$ cat config.mk
export PLATFORM = sky130hd
export DESIGN_NAME = fir_out_fifo
export DESIGN_NICKNAME = d
export VERILOG_FILES = /design/src/rtl/fir_pkg.sv /design/src/rtl/sync_fifo.sv /design/src/rtl/fir_out_fifo.sv
export SDC_FILE = /design/constraint.sdc
export NUM_CORES = 1
export LEC_CHECK = 0
export CORE_MARGIN = 2
export CORE_UTILIZATION = 55
export DETAILED_ROUTE_END_ITERATION = 12
export GPL_ROUTABILITY_DRIVEN = 1
export GPL_TIMING_DRIVEN = 0
export PLACE_DENSITY = 0.77
export SLEW_MARGIN = 20
export SYNTH_ARGS = -nofsm -noshare
export SYNTH_HDL_FRONTEND = slang
export SYNTH_HIERARCHICAL = 1
export SYNTH_SLANG_ARGS = --single-unit
$ cat constraint.sdc
create_clock -name clk -period 4.58 [get_ports clk]
set_clock_uncertainty 0.05 [all_clocks]
set_input_delay 0.458 -clock clk [delete_from_list [all_inputs] [get_ports clk]]
set_output_delay 0.458 -clock clk [all_outputs]
set_load 0.01 [all_outputs]
$ cat src/rtl/fir_pkg.sv
// fir_pkg: shared widths and saturation limits for the FIR output path
package fir_pkg;
  localparam int FIR_OUT_W = 18;
  localparam int SAMPLE_W = 8;
  localparam int SAT_MAX = 127;
  localparam int SAT_MIN = -128;
endpackage

$ cat src/rtl/sync_fifo.sv
// sync_fifo: show-ahead FIFO that accepts a write into a full FIFO when a read frees a slot the same cycle
module sync_fifo #(
  parameter int DEPTH = 8,
  parameter int W = 8
) (
  input  logic                     clk,
  input  logic                     reset,
  input  logic                     wr_en,
  input  logic [W-1:0]             wr_data,
  input  logic                     rd_en,
  output logic [W-1:0]             rd_data,
  output logic [$clog2(DEPTH):0]   count,
  output logic                     empty,
  output logic                     drop
);
  localparam int AW = $clog2(DEPTH);
  logic [W-1:0] mem [DEPTH];
  logic [AW-1:0] wp, rp;
  logic full, rd, wr;
  assign full = count == (AW+1)'(DEPTH);
  assign empty = count == '0;
  assign rd = rd_en && !empty;
  assign wr = wr_en && (!full || rd);
  assign drop = wr_en && !wr;
  assign rd_data = mem[rp];
  always_ff @(posedge clk)
    if (wr) mem[wp] <= wr_data;
  // pointers wrap for free because DEPTH is a power of two
  always_ff @(posedge clk or negedge reset)
    if (!reset) begin
      wp <= '0;
      rp <= '0;
      count <= '0;
    end else begin
      if (wr) wp <= wp + 1'b1;
      if (rd) rp <= rp + 1'b1;
      count <= count + (AW+1)'(wr) - (AW+1)'(rd);
    end
endmodule

$ cat src/rtl/fir_out_fifo.sv
// fir_out_fifo: rounds, saturates and buffers 18-bit FIR results as 8-bit samples
module fir_out_fifo import fir_pkg::*; #(
  parameter int SHIFT = 6,
  parameter int DEPTH = 8
) (
  input  logic                     clk,
  input  logic                     reset,
  input  logic [FIR_OUT_W-1:0]     Din,
  input  logic                     din_valid,
  output logic [SAMPLE_W-1:0]      dout,
  output logic                     dout_valid,
  input  logic                     dout_ready,
  output logic [$clog2(DEPTH):0]   count,
  output logic                     overflow,
  input  logic                     ovf_clr,
  output logic [15:0]              sat_cnt
);
  localparam logic signed [FIR_OUT_W:0] HI = SAT_MAX;
  localparam logic signed [FIR_OUT_W:0] LO = SAT_MIN;
  localparam logic signed [FIR_OUT_W:0] RND = 1 << (SHIFT - 1);
  logic signed [FIR_OUT_W:0] sum, r;
  logic hi, lo, s1_valid, empty, drop;
  logic [SAMPLE_W-1:0] clip, s1_data;
  // one extra bit keeps the rounding add from wrapping at full-scale positive input
  assign sum = $signed({Din[FIR_OUT_W-1], Din}) + RND;
  assign r = sum >>> SHIFT;
  assign hi = r > HI;
  assign lo = r < LO;
  assign clip = hi ? SAMPLE_W'(SAT_MAX) : lo ? SAMPLE_W'(SAT_MIN) : r[SAMPLE_W-1:0];
  always_ff @(posedge clk or negedge reset)
    if (!reset) begin
      s1_valid <= 1'b0;
      s1_data <= '0;
      sat_cnt <= '0;
      overflow <= 1'b0;
    end else begin
      s1_valid <= din_valid;
      s1_data <= clip;
      if (din_valid && (hi || lo) && sat_cnt != '1) sat_cnt <= sat_cnt + 1'b1;
      overflow <= drop || (overflow && !ovf_clr);
    end
  sync_fifo #(.DEPTH(DEPTH), .W(SAMPLE_W)) u_fifo (
    .clk(clk),
    .reset(reset),
    .wr_en(s1_valid),
    .wr_data(s1_data),
    .rd_en(dout_ready),
    .rd_data(dout),
    .count(count),
    .empty(empty),
    .drop(drop)
  );
  assign dout_valid = !empty;
endmodule

; Word-level counts from Yosys, hierarchy flattened
; Memory sizes are Yosys's and may differ from the RTL's.
; Cells that the tools add are included.
[op_classes]
n_eq_ne = 2
muxes = 4
add_sub_neg = 6
n_lt_le_gt_ge = 2
n_reduce_logical = 14
[ops]
columns = op, n
row1 = $add 18x7->19 const B, 1
row2 = $add 16x1->16 const B, 1
row3 = $mux 8, 2
row4 = $ne 16x16->1 const B, 1
row5 = $gt 13x8->1 const B, 1
row6 = $lt 13x8->1 const B, 1
row7 = $add 3x1->3 const B, 2
row8 = $logic_and 1x1->1, 6
row9 = $add 4x1->4, 1
row10 = $eq 4x4->1 const B, 1
row11 = $logic_not 1->1, 4
row12 = $logic_not 4->1, 1
row13 = $sub 4x1->4, 1
row14 = $logic_or 1x1->1, 3
row15 = $mux 1, 2
[totals]
word_cells = 36
memories = 1
output_inout_bits = 30
ramBits = 64
reg_bits = 36
input_bits = 23
[mem_list]
columns = memory, words, word_bits, read_ports, rd_ports_with_merged_regs, wr, line_no
row1 = u_fifo.mem, 8, 8, 1, 0, 1, sync_fifo.sv:17  ; logic [W-1:0] mem [DEPTH];

; Logic depth before layout (Yosys ltp)
[depth]
depth_word = 8
depth_mapped = 10
mapped_depth_nobuf = 9

; Modules after synthesis
; The synthesis kept the hierarchy.
[by_module_without_submodules]
columns = mod, n_inst, seq_area_each_um2, cells_per_inst, area_each_um2
row1 = sync_fifo, 1, 2172.1, 155, 3105.5
row2 = fir_out_fifo, 1, 650.6, 148, 1488.9

; Worst setup path after synthesis
; Ideal clock, no wire load.
[synth_path]
kind = input -> register
from = input port Din[5]
to = register sat_cnt[2]
arrival_ns = 2.238
setup_slack_ns = 2.154
path_stages = 8
t_required_ns = 4.392
path_buffers = 1
setup_time_ns = 0.138
cell_sequence = ha_1 > nand3_1 > or4b_1 > o311a_1 > a211oi_4 > buf_4 > nor4_1 > xor2_1
[synth_via]
elab_chain_cells = 5
elab_cells_between_ends = 6
classes_between = add/sub: 1 / order compare: 2 / reduce/logical: 3
[synth_lines]
columns = item, line_no
row1 = from (decl), fir_out_fifo.sv:8  ; input logic [FIR_OUT_W-1:0] Din,
row2 = $add 18x7->19 *, fir_out_fifo.sv:25  ; assign sum = $signed({Din[FIR_OUT_W-1], Din}) + RND;
row3 = $gt 13x8->1 / $lt 13x8->1 (equally long branches), "fir_out_fifo.sv:27, fir_out_fifo.sv:28"
row4 = $logic_or 1x1->1 *, fir_out_fifo.sv:39  ; if (din_valid && (hi || lo) && sat_cnt != '1) sat_cnt <= sat_cnt + 1'b1;
row5 = $logic_and 1x1->1 * (2 in a row), fir_out_fifo.sv:39
row6 = to (signal assigned), fir_out_fifo.sv:39
row7 = to (decl), fir_out_fifo.sv:16  ; output logic [15:0] sat_cnt
; Every way passes the cells marked *; elsewhere a longest branch is shown, timed or not.
; A chain may end at the register's enable or synchronous reset.

; Worst setup path in the final report
[layout_path]
from = register u_fifo.rp[2]
to = output port dout[0]
[layout_via]
elab_chain_cells = 1
[layout_lines]
columns = item, line_no
row1 = from (decl), sync_fifo.sv:18  ; logic [AW-1:0] wp, rp;
row2 = from (signal assigned), sync_fifo.sv:36  ; if (rd) rp <= rp + 1'b1;
row3 = $mem_v2 8x8, --
row4 = to (decl), fir_out_fifo.sv:10  ; output logic [SAMPLE_W-1:0] dout,
; Every way passes these cells.

==> metrics.md <==
| Metric | Value |
|---|---|
| Status | completed |
| Nets@finish | 402 |
| Vias in the first global route | 2,738 |
| Unique cell type count in the Yosys netlist | 55 |
| Total Die Area | 0.009100 mm² |
| CP Capture Type | output port |
| Overall track demand over capacity in global routing | 0.1966 |
| Top-Level Pins | 53 |
| Adder-cell area share of the yosys netlist | 0.02887 |
| Share of synthesized area occupied by flip-flops and latches | 0.6144 |
| Warnings from Yosys | 6 |
| Effective utilization at floorplan | 0.5620 |
| WP data arrival | 2.51 ns |
| CP delay by family, top | buffers and inverters |
| Post-synthesis to final-layout area growth | 19.44% |
| Worst-Skew Late Latency | roughly 0.35 ns |
| Top_reg_cell synth | sky130_fd_sc_hd__edfxtp_1 |
| Multi-input gate area in the final layout | around 0.0017 mm² |
| GR Util met1 | 0.2575 |
| Resized Gates After CTS | 0 |
| Slowest stage cell, crit path | sky130_fd_sc_hd__clkdlybuf4s50_1 |
| Cell breakdown of the critical path | clkbuf_1 -> buf_2 -> mux4_1 -> mux2_2 -> clkdlybuf4s50_1 |
| Post-CTS clock slew at the launch and capture registers of the worst setup and hold paths | 0.10 ns |
| Setup tns final | 0 ns |
| Count of antenna diodes in the layout | 0 |
| DRC viols | 0 |
| Die Span Y | between 90 and 100 µm |
| Final cycle utilization of the critical path | 0.6580 |
| Max Root-Sink Buffers | 2 |
| Unrepaired setup endpoints after global routing | no |
| Peak VDD IR | ~0.28 mV |
| Slowest stage delay, CP | between 0.4 and 0.5 ns |
| Largest fanout on the critical path | 10 |
| Post-synthesis average cell area | 15.16 µm² |
| Post-synthesis register bit count | 100 |
| Worst hold-check path type | reg -> reg |
| Maximum number of pins on one net before global-route repair | 30 |
| Final hold violation count | 0 |
| Portion of netlist area occupied by mux cells | 0.1206 |
| Category of the worst setup path launch point | register |
| Pwr Density | 508.0 mW/mm² |
| Start-to-end type of the worst setup path | reg -> out |
| Per-cell via count in the routed design | between 5 and 6 |
| CTS Buf Count | 9 |
| EDFF count, synth | 64 |
| Worst reg-to-reg setup slack | 2.05 ns |
| Die Width | 95.40 µm |
| Worst slew margin relative to its limit | 0.4721 |
| Buf/Inv on CP | 3 |
| IO buf count | 47 |
| Share of cells above drive strength 1 | 0.1471 |
| Slew @ Worst Pin | approximately 0.79 ns |
| Final number of setup-violating endpoints | 0 |
| Compound-Gate Fraction of Synth Area | 0.03976 |
| Netlist Area Pre-Place | 0.004594 mm² |
| Global routing met2 resource utilization | 0.3421 |
| Global route total overflow | 0 |
| Synthesized net count | about 340 |
| Placed wire-length estimate after detailed placement | between 5 and 6 mm |
| Setup Slack @ Placement | between 1 and 1.5 ns |
| Fin worst setup slack | around 1.6 ns |
| Leakage power summed over all cells | around 0.002 µW |
| Sink count of the clock tree | 100 |
| Initial antenna violation count | 0 |
| Placer congestion estimate | around 0.90 |
| Proportion of register bits with asynchronous set or reset after synthesis | 0.3600 |
| Met3 routing resource usage after global routing | 0.03557 |
| H-tree levels | 3 |
| WP data required | 4.07 ns |
| Main combinational cell family by area after synthesis | multiplexers |
| Count of routing violations after the opening detailed-route iteration | ~120 |
| Wire length per cell | 17.35 µm |
| Simple-gate share of the synthesized area | 0.1190 |
| Utilization after layout | 0.6713 |
| Total count of max-transition violations in the final report | 0 |
| Fmax | about 0.33 GHz |
| Site row count | 33 |
| Filler Cells Inserted | 576 |
| Instance count of the mapped netlist | 303 |
| Global-route wire length before repair | 13.32 mm |
| Flip-flop and latch area | 0.002823 mm² |
| Clock tree from TritonCTS | built |
| Xor/xnor cell area share of the yosys netlist | 0.05338 |
| GRT Max-Usage Layer | met2 |
| Number of maximum-capacitance constraint violations | 0 |
| Post-layout minimum cycle time | 3.013 ns |
| Antenna viol nets, final | 0 |
| Placeable core area | 0.008175 mm² |
| Count of vias placed by the detailed router | between 2k and 3k |
| Detailed-routing iteration count for the pre-antenna-repair pass | 5 |
| Clock root buffer | sky130_fd_sc_hd__clkbuf_8 |
| Routed wire length | 8.313 mm |
[area by class of cell]
cell class                 count  share of cell area
timing repair buffer          55             0.09804
inverter                      10            0.006840
clock buffer                   9             0.02257
sequential                   100              0.5144
buffer                        11             0.01322
tap                          105             0.02394
multi-input combinational    182              0.3105
clock inverter                 7             0.01049
[where the power goes]
group / internal (µW) / switching, µW / total [µW]
Sequential: 1140 / 116 / 1260
Clock: 206 / 306 / 512
Combinational: 566 / 452 / 1020
[per-stage QoR]
| step | cells | total power [µW] | instance area [µm²] | hold slack (ns) |
|---|---|---|---|---|
| 2_1_floorplan | 303 | 1861 | 4594 | 0.1124 |
| 4_1_cts | 479 | 2822 | 5488 | 0.4070 |
| 5_1_grt | 479 | 2960 | 5488 | 0.4355 |
| 6_report | 479 | 2788 | 5488 | 0.4424 |
| 3_5_place_dp | 462 | 2309 | 5296 | 0.2663 |
| 3_3_place_gp | 455 | 2238 | 5196 | 0.4079 |
[registers in the layout, summed over array words and instances, names as in the netlist]
signal,flops
s1_data,8
u_fifo/wp,3
s1_valid,1
sat_cnt,16
u_fifo/count,4
overflow,1
u_fifo/mem,64
u_fifo/rp,3
[per-layer routing]
metal / up-vias / part of all wire
met1: 1355 / 0.44
met4: 0 / 0.0031
met5: - / 0
li1: 1318 / -
met3: 2 / 0.038
met2: 87 / 0.52
[cells in the final DEF, fill, tap and decap left out, drive strengths merged, types with 2 or more instances in the layout]
| cell | n |
|---|---|
| nand2b | 6 |
| edfxtp | 64 |
| buf | 14 |
| mux4 | 16 |
| inv | 14 |
| nor3 | 10 |
| and3 | 4 |
| a21o | 2 |
| nor4b | 2 |
| clkinvlp | 2 |
| nand2 | 15 |
| nor2 | 8 |
| o211ai | 3 |
| ha | 9 |
| nand4 | 10 |
| nor4 | 14 |
| o21ai | 9 |
| or4b | 2 |
| mux2 | 11 |
| or4 | 2 |
| xor2 | 23 |
| nand3 | 8 |
| nor3b | 3 |
| clkbuf | 14 |
| dfrtp | 36 |
| clkdlybuf4s50 | 46 |
| xnor2 | 5 |
[synth_stat cells (2+ instances only)]
| cell | n | area share |
|---|---|---|
| sky130_fd_sc_hd__nor4_1 | 14 | 0.019 |
| sky130_fd_sc_hd__nand2_1 | 15 | 0.012 |
| sky130_fd_sc_hd__edfxtp_1 | 64 | 0.42 |
| sky130_fd_sc_hd__dfrtp_1 | 36 | 0.20 |
| sky130_fd_sc_hd__mux2_2 | 10 | 0.025 |
| sky130_fd_sc_hd__nand4_1 | 9 | 0.012 |
| sky130_fd_sc_hd__inv_1 | 10 | 0.0082 |
| sky130_fd_sc_hd__o211ai_1 | 3 | 0.0049 |
| sky130_fd_sc_hd__and3_1 | 4 | 0.0054 |
| sky130_fd_sc_hd__o21ai_0 | 8 | 0.0087 |
| sky130_fd_sc_hd__ha_1 | 9 | 0.025 |
| sky130_fd_sc_hd__xnor2_1 | 5 | 0.0095 |
| sky130_fd_sc_hd__nand3_1 | 8 | 0.0087 |
| sky130_fd_sc_hd__mux4_1 | 16 | 0.092 |
| sky130_fd_sc_hd__or4_1 | 2 | 0.0033 |
| sky130_fd_sc_hd__nor3_1 | 10 | 0.011 |
| sky130_fd_sc_hd__nand2b_1 | 6 | 0.0082 |
| sky130_fd_sc_hd__buf_2 | 2 | 0.0022 |
| sky130_fd_sc_hd__a21o_1 | 2 | 0.0033 |
| sky130_fd_sc_hd__xor2_1 | 23 | 0.044 |
| sky130_fd_sc_hd__nor3b_1 | 3 | 0.0049 |
| sky130_fd_sc_hd__clkbuf_1 | 4 | 0.0033 |
| sky130_fd_sc_hd__nor2_1 | 8 | 0.0065 |
[kinds of logic after synthesis]
family / count (synthesis)
xor+xnor: 28
flops: 100
mux: 28
simple gates: 92
compound gates: 24
fa+ha+maj: 10
buf+inv: 21
[final timing paths]
path	to	cells past startpoint	start
min reg2reg	overflow	1	overflow
max reg2reg	u_fifo/mem[0][5]	6	u_fifo/count[2]
min	overflow	1	overflow
min in group asynchronous	sat_cnt[2]	2	reset
max in group asynchronous	s1_data[5]	3	reset
max	dout[0]	5	u_fifo/rp[2]
[worst register-to-register path: stages (launching register included)]
cell and delay, ns:
sky130_fd_sc_hd__dfrtp_1 0.39, sky130_fd_sc_hd__inv_1 0.11, sky130_fd_sc_hd__ha_1 0.15, sky130_fd_sc_hd__or3b_2 0.51, sky130_fd_sc_hd__nor2_1 0.61, sky130_fd_sc_hd__nor4_2 0.24, sky130_fd_sc_hd__buf_2 0.22
[repair_timing]
action / in CTS / in global routing
buffers inserted: 0 / 0
hold buffers: 1 / 0
endpoints found under the hold margin: 7 / 0
(Power assumes the default switching activity.)
